### src/rtl/branch_predictor_pkg.sv
// Shared definitions for the branch predictor: direction-counter encodings,
// default table size and the PC slicing helpers used for index and tag.
package branch_predictor_pkg;

   // 2-bit direction counter states; the MSB is the taken prediction
   typedef enum logic [1:0] {
      SNT = 2'b00,
      WNT = 2'b01,
      WT  = 2'b10,
      ST  = 2'b11
   } ctr_e;

   localparam int DEFAULT_ENTRIES = 16;

   // Word index of a PC, right-aligned; the caller narrows it to IDX_W bits
   function automatic logic [31:0] pc_index(input logic [31:0] pc, input int idx_w);
      return (pc >> 2) & ((32'd1 << idx_w) - 32'd1);
   endfunction

   // Tag of a PC (bits above the index), right-aligned; caller narrows to TAG_W
   function automatic logic [31:0] pc_tag(input logic [31:0] pc, input int idx_w);
      return pc >> (idx_w + 2);
   endfunction

endpackage

### src/rtl/branch_predictor_sat_counter2.sv
// Next-state function of a 2-bit saturating up/down direction counter.
module sat_counter2
   import branch_predictor_pkg::*;
(
   input  logic       i_inc,
   input  logic [1:0] i_ctr,
   output logic [1:0] o_ctr
);

   // Step one state towards taken or not-taken, holding at the extremes
   always_comb begin
      o_ctr = i_ctr;
      if (i_inc) begin
         if (i_ctr != ST) o_ctr = i_ctr + 2'd1;
      end else begin
         if (i_ctr != SNT) o_ctr = i_ctr - 2'd1;
      end
   end

endmodule

### src/rtl/branch_predictor.sv
// Direct-mapped BTB with 2-bit direction counters. Supplies the IF-stage
// next-PC prediction and the EX-stage mispredict redirect, and keeps
// branch / mispredict statistics. Lookups are asynchronous against a
// register-based table; updates land on the rising edge.
module branch_predictor
   import branch_predictor_pkg::*;
#(
   parameter int ENTRIES = DEFAULT_ENTRIES
)(
   input  logic        clk,
   input  logic        rst,
   input  logic [31:0] pc_if,
   output logic        predict_taken,
   output logic [31:0] predict_target,
   input  logic        ex_valid,
   input  logic        ex_is_br,
   input  logic [31:0] ex_pc,
   input  logic        ex_taken,
   input  logic [31:0] ex_target,
   input  logic        ex_pred_taken,
   input  logic [31:0] ex_pred_target,
   output logic        redirect,
   output logic [31:0] redirect_target,
   output logic [31:0] br_cnt,
   output logic [31:0] miss_cnt
);

   localparam int IDX_W = $clog2(ENTRIES);
   localparam int TAG_W = 30 - IDX_W;

   // Table storage
   logic [ENTRIES-1:0] r_valid;
   logic [TAG_W-1:0]   r_tag    [ENTRIES];
   logic [31:0]        r_target [ENTRIES];
   logic [1:0]         r_ctr    [ENTRIES];

   logic [31:0]        r_br_cnt;
   logic [31:0]        r_miss_cnt;

   // IF-side lookup
   logic [IDX_W-1:0]   w_if_idx;
   logic [TAG_W-1:0]   w_if_tag;
   logic               w_if_hit;

   // EX-side update
   logic [IDX_W-1:0]   w_ex_idx;
   logic [TAG_W-1:0]   w_ex_tag;
   logic               w_ex_hit;
   logic               w_upd;
   logic               w_mispredict;
   logic [1:0]         w_ctr_next;

   assign w_if_idx = IDX_W'(pc_index(pc_if, IDX_W));
   assign w_if_tag = TAG_W'(pc_tag(pc_if, IDX_W));
   assign w_ex_idx = IDX_W'(pc_index(ex_pc, IDX_W));
   assign w_ex_tag = TAG_W'(pc_tag(ex_pc, IDX_W));

   // Prediction path: taken only on a tag hit with a taken-leaning counter
   always_comb begin
      w_if_hit       = r_valid[w_if_idx] && (r_tag[w_if_idx] == w_if_tag);
      predict_taken  = w_if_hit && r_ctr[w_if_idx][1];
      predict_target = predict_taken ? r_target[w_if_idx] : pc_if + 32'd4;
   end

   // Resolution path: a branch redirects when direction or taken target was wrong
   always_comb begin
      w_upd           = ex_valid && ex_is_br;
      w_ex_hit        = r_valid[w_ex_idx] && (r_tag[w_ex_idx] == w_ex_tag);
      w_mispredict    = w_upd && ((ex_taken != ex_pred_taken) ||
                                  (ex_taken && (ex_pred_target != ex_target)));
      redirect        = w_mispredict;
      redirect_target = ex_taken ? ex_target : ex_pc + 32'd4;
   end

   sat_counter2 u_sat_counter2 (
      .i_inc (ex_taken),
      .i_ctr (r_ctr[w_ex_idx]),
      .o_ctr (w_ctr_next)
   );

   // Valid bits and direction counters: cleared by reset, trained on resolution
   always_ff @(posedge clk) begin
      if (rst) begin
         r_valid <= '0;
         for (int i = 0; i < ENTRIES; i++) r_ctr[i] <= WNT;
      end else if (w_upd) begin
         if (w_ex_hit) begin
            r_ctr[w_ex_idx] <= w_ctr_next;
         end else if (ex_taken) begin
            // Allocation overwrites whatever alias occupied the slot
            r_valid[w_ex_idx] <= 1'b1;
            r_ctr[w_ex_idx]   <= WT;
         end
      end
   end

   // Tag and target payload: no reset needed, guarded by the valid bits
   always_ff @(posedge clk) begin
      if (!rst && w_upd && ex_taken) begin
         r_tag[w_ex_idx]    <= w_ex_tag;
         r_target[w_ex_idx] <= ex_target;
      end
   end

   // Statistics counters, free-running modulo 2^32
   always_ff @(posedge clk) begin
      if (rst) begin
         r_br_cnt   <= '0;
         r_miss_cnt <= '0;
      end else begin
         if (w_upd)        r_br_cnt   <= r_br_cnt + 32'd1;
         if (w_mispredict) r_miss_cnt <= r_miss_cnt + 32'd1;
      end
   end

   assign br_cnt   = r_br_cnt;
   assign miss_cnt = r_miss_cnt;

endmodule

### config.mk
export PLATFORM = sky130hd
export DESIGN_NAME = branch_predictor
export DESIGN_NICKNAME = d
export VERILOG_FILES = /design/src/rtl/branch_predictor_pkg.sv /design/src/rtl/branch_predictor_sat_counter2.sv /design/src/rtl/branch_predictor.sv
export SDC_FILE = /design/constraint.sdc
export NUM_CORES = 2
export LEC_CHECK = 0
export ABC_AREA = 0
export CAP_MARGIN = 20
export CORE_MARGIN = 10
export CORE_UTILIZATION = 53
export CTS_BUF_LIST = sky130_fd_sc_hd__clkbuf_8
export DETAILED_ROUTE_END_ITERATION = 8
export HOLD_SLACK_MARGIN = 0.08
export PLACE_DENSITY_LB_ADDON = 0.08
export SLEW_MARGIN = 20
export SYNTH_ARGS = -nofsm -noshare
export SYNTH_HDL_FRONTEND = slang
export SYNTH_SLANG_ARGS = --single-unit
### constraint.sdc
create_clock -name clk -period 4.7 [get_ports clk]
set_input_delay 0.705 -clock clk [delete_from_list [all_inputs] [get_ports clk]]
set_output_delay 0.705 -clock clk [all_outputs]
set_load 0.05 [all_outputs]
==> results.sh <==
export IMPL_fp_dieW_um=317
export IMPL_slew_headroom_pct=31.9
export IMPL_h_tree_depth=4
export IMPL_p_int_w=0.0149
export IMPL_synthesis_nets=2752
export IMPL_synth_most_common_cell="edfxtp_1"
export IMPL_cts_tree="yes"
export IMPL_io_pins=264
export IMPL_clk_pin_slew_ns=0.06
export IMPL_async_flop_share_pct=0
export IMPL_whs_ns=0.171
export IMPL_comb_power_share_pct=10.5
export IMPL_vias_per_cell=6.41
export IMPL_worst_ir_drop_vdd_mv=0.242
export IMPL_vias=28600
export IMPL_dp_hpwl_um=93000
export IMPL_io_buffers=263
export IMPL_register_area_um2=30400
export IMPL_grt_overflow=0
export IMPL_initial_utilization_pct=53.7
export IMPL_synth_warnings=0
export IMPL_dieArea_um2=101000
export IMPL_pre_cts_slack_ns=-0.425
export IMPL_ant_nets=0
export IMPL_startpoint_type="flip-flop"
export IMPL_p_clk_share_pct=37.9
export IMPL_endpoint_kind="primary output"
export IMPL_root_buffer="clkbuf_8"
export IMPL_cp_cell_sequence="mux4_2 -> mux4_2 -> xnor2_2 -> buf_4 -> nand2_4 -> nor3_2 -> nand4_1 -> or4_4 -> buf_4 -> buf_12 -> mux2_4 -> buf_12"
export IMPL_dpl_instance_area_um2=53200
export IMPL_grt_pass1_vias=29600
export IMPL_yosys_top_cells_area="edfxtp_1 (62%), mux4_2 (18%), dfxtp_1 (3.4%)"
export IMPL_rsz0062_at_grt="true"
export IMPL_synthCells=2611
export IMPL_yosysSeqAreaShare_pct=65.0
export IMPL_insertion_delay_ns=0.84
export IMPL_chipHeight_um=317
export IMPL_rr_startpoint="r_tag[7][7]"
export IMPL_switching_share_pct=24.6
export IMPL_worst_pin_slew_ns=1.02
export IMPL_drive_gt1_share_pct=31.0
export IMPL_drt_iter0_markers=3772
export IMPL_fillCellCount=6067
export IMPL_wl_per_cell_um=32.5
export IMPL_maxCapViolations=0
export IMPL_min_from="rst"
export IMPL_cp_arrival_ns=4.27
export IMPL_grt_max_degree=92
export IMPL_critPathRequiredTime_ns=3.99
export IMPL_fin_worst_skew_ns=0.0455
export IMPL_outcome="finished, violations left"
export IMPL_grt_pass1_wl_um=209000
export IMPL_violations="setup timing"
export IMPL_p_total_w=0.0197
export IMPL_timing_final_max_slew_violations=0
export IMPL_hold_class="in -> reg"
export IMPL_critPathMaxStageDelay_ns=0.52
export IMPL_ys_seq_elements=1040
export IMPL_power_share_sequential_pct=51.6
export IMPL_final_hold_viol_count=0
export IMPL_crit_path_start="r_tag[15][21]"
export IMPL_final_setup_viol_count=32
export IMPL_p_per_area_nw_per_um2=348
export IMPL_first_pass_iters=5
export IMPL_drt_wl_total_um=145000
export IMPL_syn_to_final_growth_pct=21.0
export IMPL_final_area_um2=56600
export IMPL_syn_cell_area_um2=46800
export IMPL_crit_type="reg -> out"
export IMPL_max_clock_freq_mhz=201
export IMPL_antenna_found_initial=3
export IMPL_setup_ws_ns=-0.280
export IMPL_synth_area_leader_cell="edfxtp_1"
export IMPL_synth_top_area_share_pct=61.6
export IMPL_row_count=108
export IMPL_leakage_nw=19.0
export IMPL_multiInputGateArea_um2=15500
export IMPL_routabilityCongestion=0.903
export IMPL_synth_avg_cell_area_um2=17.9
export IMPL_core_um2=87200
export IMPL_clockBufferDepth=3
export IMPL_groute_usage_overall_pct=29.0
export IMPL_synth_ff_type="edfxtp_1"
export IMPL_nets=3320
export IMPL_ys_types=72
export IMPL_cts_sinks=1040
export IMPL_cp_max_fo=8
export IMPL_synth_edf_count=960
export IMPL_period_minus_slack_ns=4.98
export IMPL_drc_errors=0
export IMPL_timing_final_crit_share_pct=106
export IMPL_cp_slowest_cell="mux4_2"
export IMPL_cts_buffers=169
export IMPL_p_sw_w=0.00485
export IMPL_netlist_top_cells_count="edfxtp_1 (960), mux4_2 (381), nand2_1 (137), nor2_1 (119), xnor2_1 (96)"
==> per-layer routing <==
| metal | global-route usage (%) | part of all wire (%) | up-vias |
|---|---|---|---|
| met5 | 0 | 0.0090 | - |
| met4 | 8.51 | 2.7 | 2 |
| met3 | 7.11 | 10 | 224 |
| met2 | 45.0 | 47 | 1678 |
| met1 | 40.8 | 40 | 14900 |
| li1 | - | - | 11800 |
==> worst max-delay path, delay by kind of cell (launching register included) <==
| family | cells | cell delay [ns] |
|---|---|---|
| muxes | 3 | 1.32 |
| and+or+nand+nor | 4 | 0.87 |
| buffers and inverters | 4 | 0.65 |
| DFF | 1 | 0.40 |
| xor gates and xnor gates | 1 | 0.17 |
==> power by group through the flow <==
stage,Sequential [W],Combinational (W),Clock (W)
global route,0.0102,0.00216,0.00803
CTS,0.0102,0.00206,0.00761
global placement,0.0104,0.00202,0
floorplan,0.0104,0.00104,0
finish,0.0102,0.00207,0.00748
detailed placement,0.0104,0.00204,0
==> placed cells by master, fill, tap and decap left out, types with 76 or more instances in the layout <==
| cell type | n |
|---|---|
| nor2_1 | 103 |
| dfxtp_1 | 80 |
| xor2_1 | 95 |
| clkbuf_8 | 173 |
| mux2i_1 | 76 |
| clkdlybuf4s50_1 | 190 |
| mux4_2 | 382 |
| buf_4 | 249 |
| nand2_1 | 135 |
| edfxtp_1 | 960 |
| xnor2_1 | 91 |
| inv_1 | 90 |
| buf_12 | 96 |
==> path summary, 6_finish.rpt <==
check / to / slack (ns) / cells past startpoint
setup / recovery: predict_target[23] / -0.28 / 12
setup reg to reg: r_ctr[15][0] / 1.11 / 11
hold reg to reg: r_valid[9] / 0.49 / 2
hold / removal: br_cnt[13] / 0.17 / 2
==> sequential cells by signal (all words and copies together) (netlist names) <==
name      cells
r_target    512
r_tag       416
br_cnt       32
miss_cnt     32
r_ctr        32
r_valid      16
==> per-stage QoR <==
step                      setup TNS (ns)  instances  util [%]
after floorplan                   -0.205       2611         -
after global placement            -12.75       4152      61.0
after detailed placement          -13.27       4152      61.0
after CTS                          -8.98       4458      64.9
after global routing              -11.35       4466      65.0
final                              -8.48       4466      65.0
==> logic make-up (layout without fill, tap and decap cells) <==
group	after synthesis	in the layout	share of synthesized area (%)
DFF	1040	1040	65.0
buffers and inverters	192	890	2.28
other	0	2	0
AOI/OAI and AO/OA	200	200	2.82
and+or+nand+nor	488	488	5.06
muxes	493	493	21.1
xor gates and xnor gates	191	191	3.57
adders and majority gates	7	7	0.187
==> layout make-up <==
| type | instances | area share, % |
|---|---|---|
| multi-input combinational | 1379 | 27.4 |
| antenna | 2 | 0.00884 |
| tap | 1155 | 2.55 |
| sequential | 1040 | 53.7 |
| clock inverter | 128 | 1.43 |
| timing repair buffer | 550 | 10.4 |
| inverter | 39 | 0.258 |
| clock buffer | 173 | 4.20 |
==> timing repair <==
action / 4_1_cts / 5_1_grt
cloned: 3 / 0
setup buffers: 2 / 7
endpoints found under the setup margin: 34 / 36
hold buffers: 0 / 0
pin swaps: 0 / 6
gates resized for setup: 28 / 5
No activity file was read; power rests on OpenSTA's default activity.
==> RTL change, RTL diff (same flow settings) <==
Put a register stage on the output `redirect_target`, with the module's reset. The value now appears one clock later. The other outputs are not delayed to match.
--- a/src/rtl/branch_predictor.sv
+++ b/src/rtl/branch_predictor.sv
@@ -29,2 +29,4 @@
    localparam int TAG_W = 30 - IDX_W;
+
+   logic [31:0] redirect_target_d;
 
@@ -71,3 +73,3 @@
       redirect        = w_mispredict;
-      redirect_target = ex_taken ? ex_target : ex_pc + 32'd4;
+      redirect_target_d = ex_taken ? ex_target : ex_pc + 32'd4;
    end
@@ -118,2 +120,10 @@
 
+   always_ff @(posedge clk) begin
+      if (rst) begin
+         redirect_target <= '0;
+      end else begin
+         redirect_target <= redirect_target_d;
+      end
+   end
+
 endmodule
Behaviour: not the same (a bounded check fails within 4 cycles, from zero or initial values and one cycle with rst high).
==> RTL change against the unedited design <==
  * The run still ends with setup timing left
  * Setup slack lost 0.077 ns
  * Routed wire length grew 1.4%
  * Die area grew 1.0%
  * Power increased by 3.0%
  * Non-clock buffer count is 3 lower
  * Clock power is 5.1% higher
  * Cell area increased by 1.2%
  * Synthesized area up 1.1%
  * Clock skew down 0.0070 ns
  * Critical path depth is the same
  * Sequential cell count rose by 32
  * Via count grew 2.5%
  * Critical path type unchanged
  * Critical endpoint is now predict_target[19]
  * Highest routed layer unchanged
==> RTL change: results (changes against the unedited design) <==
Status
  – Run status: finished, violations left
  – Failing checks: setup timing

Critical path
  – Reg-to-reg startpoint: r_tag[7][12]
  – Critical Path Max Stage Delay: 0.55 ns (+0.03 ns)
  – Crit. Startpoint: r_tag[14][23]
  – FF-to-FF path depth: 10 (-1)
  – CP arrival: 4.35 ns (+0.08 ns)
  – Flop2flop setup slack: 0.88 ns (-0.23 ns)
  – Critical path capture point: predict_target[19]

Synth
  – Post-synthesis xor/xnor area fraction: 3.39% (-0.19 points)
  – Area contributors post-synth: edfxtp_1 61%, mux4_2 18%, dfxtp_1 4.7%, mux2i_1 2.0%, xor2_1 1.9%
  – Syn avg cell area: 17.6 sq um (-2.0%)
  – Post-synthesis mux area share: 20.6% (-0.47 points)
  – Compound-Gate Fraction of Synth Area: 3.01% (+0.19 points)
  – Adder-cell share of the synthesized area: 0.185% (-0.0021 points)
  – Post-synthesis sequential area ratio: 65.6% (+0.63 points)
  – Distinct cells, synth: 70 (-2.8%)
  – Post-synth top cells: 960 x edfxtp_1, 368 x mux4_2, 159 x nor2_1
  – Synthesized net count: 2834 (+3.0%)

Timing
  – Post-route setup slack: -0.357 ns (-0.0771 ns)
  – Sum Neg Setup Slack: -10.91 ns (-2.43 ns)
  – Slew margin rel.: 34.6% (+2.7 points)
  – Final setup fails: 33 (+3.1%)
  – Setup Skew: 0.0385 ns (-0.00699 ns)
  – Hold Slack: 0.360 ns (+0.190 ns)

Power and ir drop
  – Static Leak: 19.3 nW (+1.6%)
  – Comb power frac: 9.8% (-0.7 points)
  – Int Power: 15.4 mW (+3.8%)
  – PD cells: 354 mW/mm^2 (+1.8%)

GRT
  – Initial antenna violation count: 4 (+1)
  – First-pass GRT wire length: 211 mm (+0.82%)
  – Vias in the first global route: 30061 (+1.4%)
  – Largest net degree at the start of global routing: 82 (-11%)
  – Gr usage total: 28.6% (-0.46 points)

Finish
  – Clk tree area frac: 5.88% (+0.24 points)
  – Share of cells above drive strength 1: 30.0% (-1.0 points)
  – Fill cell count: 6187 (+2.0%)
  – Layout Cells excl Fill: 4562 (+2.1%)
  – Area Overhead vs Synth: 21.0% (about the same)
  – Count of non-CTS buffers in the layout: 547 (-0.55%)
  – Logic inverters: 19 (-51%)
  – Num sequential: 1072 (+3.1%)
  – Reg area: 0.0311 sq mm (+2.1%)
  – Nets: 3394 (+2.2%)
  – Diode count: 3 (+1)
  – Clock buf count: 185 (+6.9%)
  – Multi-input gate area: 0.0158 sq mm (+1.6%)

Clock network
  – Clk Latency, worst-skew pair: 0.86 ns (+0.02 ns)
  – Htree depth: 4 (unchanged)

Placement
  – Inst Count DP: 4221 (+1.7%)
  – Post-DP HPWL: 92.6 mm (-0.40%)
  – Placer Congestion: 0.907 (+0.49%)

Routing
  – Iteration-0 DRC Markers: 3740 (-0.85%)
  – Routed wire length: 147 mm (+1.4%)
  – Routed vias: 29350 (+2.5%)
  – Router iterations before antenna repair: 6 (+1)

Worst hold path
  – Hold Crit Class: input pin to flip-flop
  – Hold Path Sink: miss_cnt[28]
-- RTL change: cell types whose count changed after synthesis, moves of 12 or more --
cell | unedited run | this run
or3_1 | 10 | 22
xnor2_1 | 96 | 83
nor2_1 | 119 | 159
a21oi_1 | 23 | 61
o21bai_1 | 15 | 0
mux2_1 | 2 | 38
clkbuf_1 | 68 | 88
dfxtp_1 | 80 | 112
inv_1 | 39 | 16
mux2i_1 | 77 | 95
mux2_4 | 29 | 0
a22o_1 | 10 | 24
o21ai_1 | 6 | 18
mux4_2 | 381 | 368
-- RTL change: metal layers --
metal	vias to the layer above	part of all wire, %	global-route usage [%]
met4	2	2.7	8.58
li1	12072	-	-
met3	257	11	8.47
met2	1766	47	45.0
met1	15253	38	38.3
met5	-	0.0088	0
-- RTL change: timing repair --
action | 4_1_cts | 5_1_grt
endpoints found under the hold margin | 0 | 0
pin swaps | 6 | 5
buffers inserted | 11 | 7
cloned | 3 | 1
resized for setup | 68 | 20
setup endpoints to repair | 33 | 33
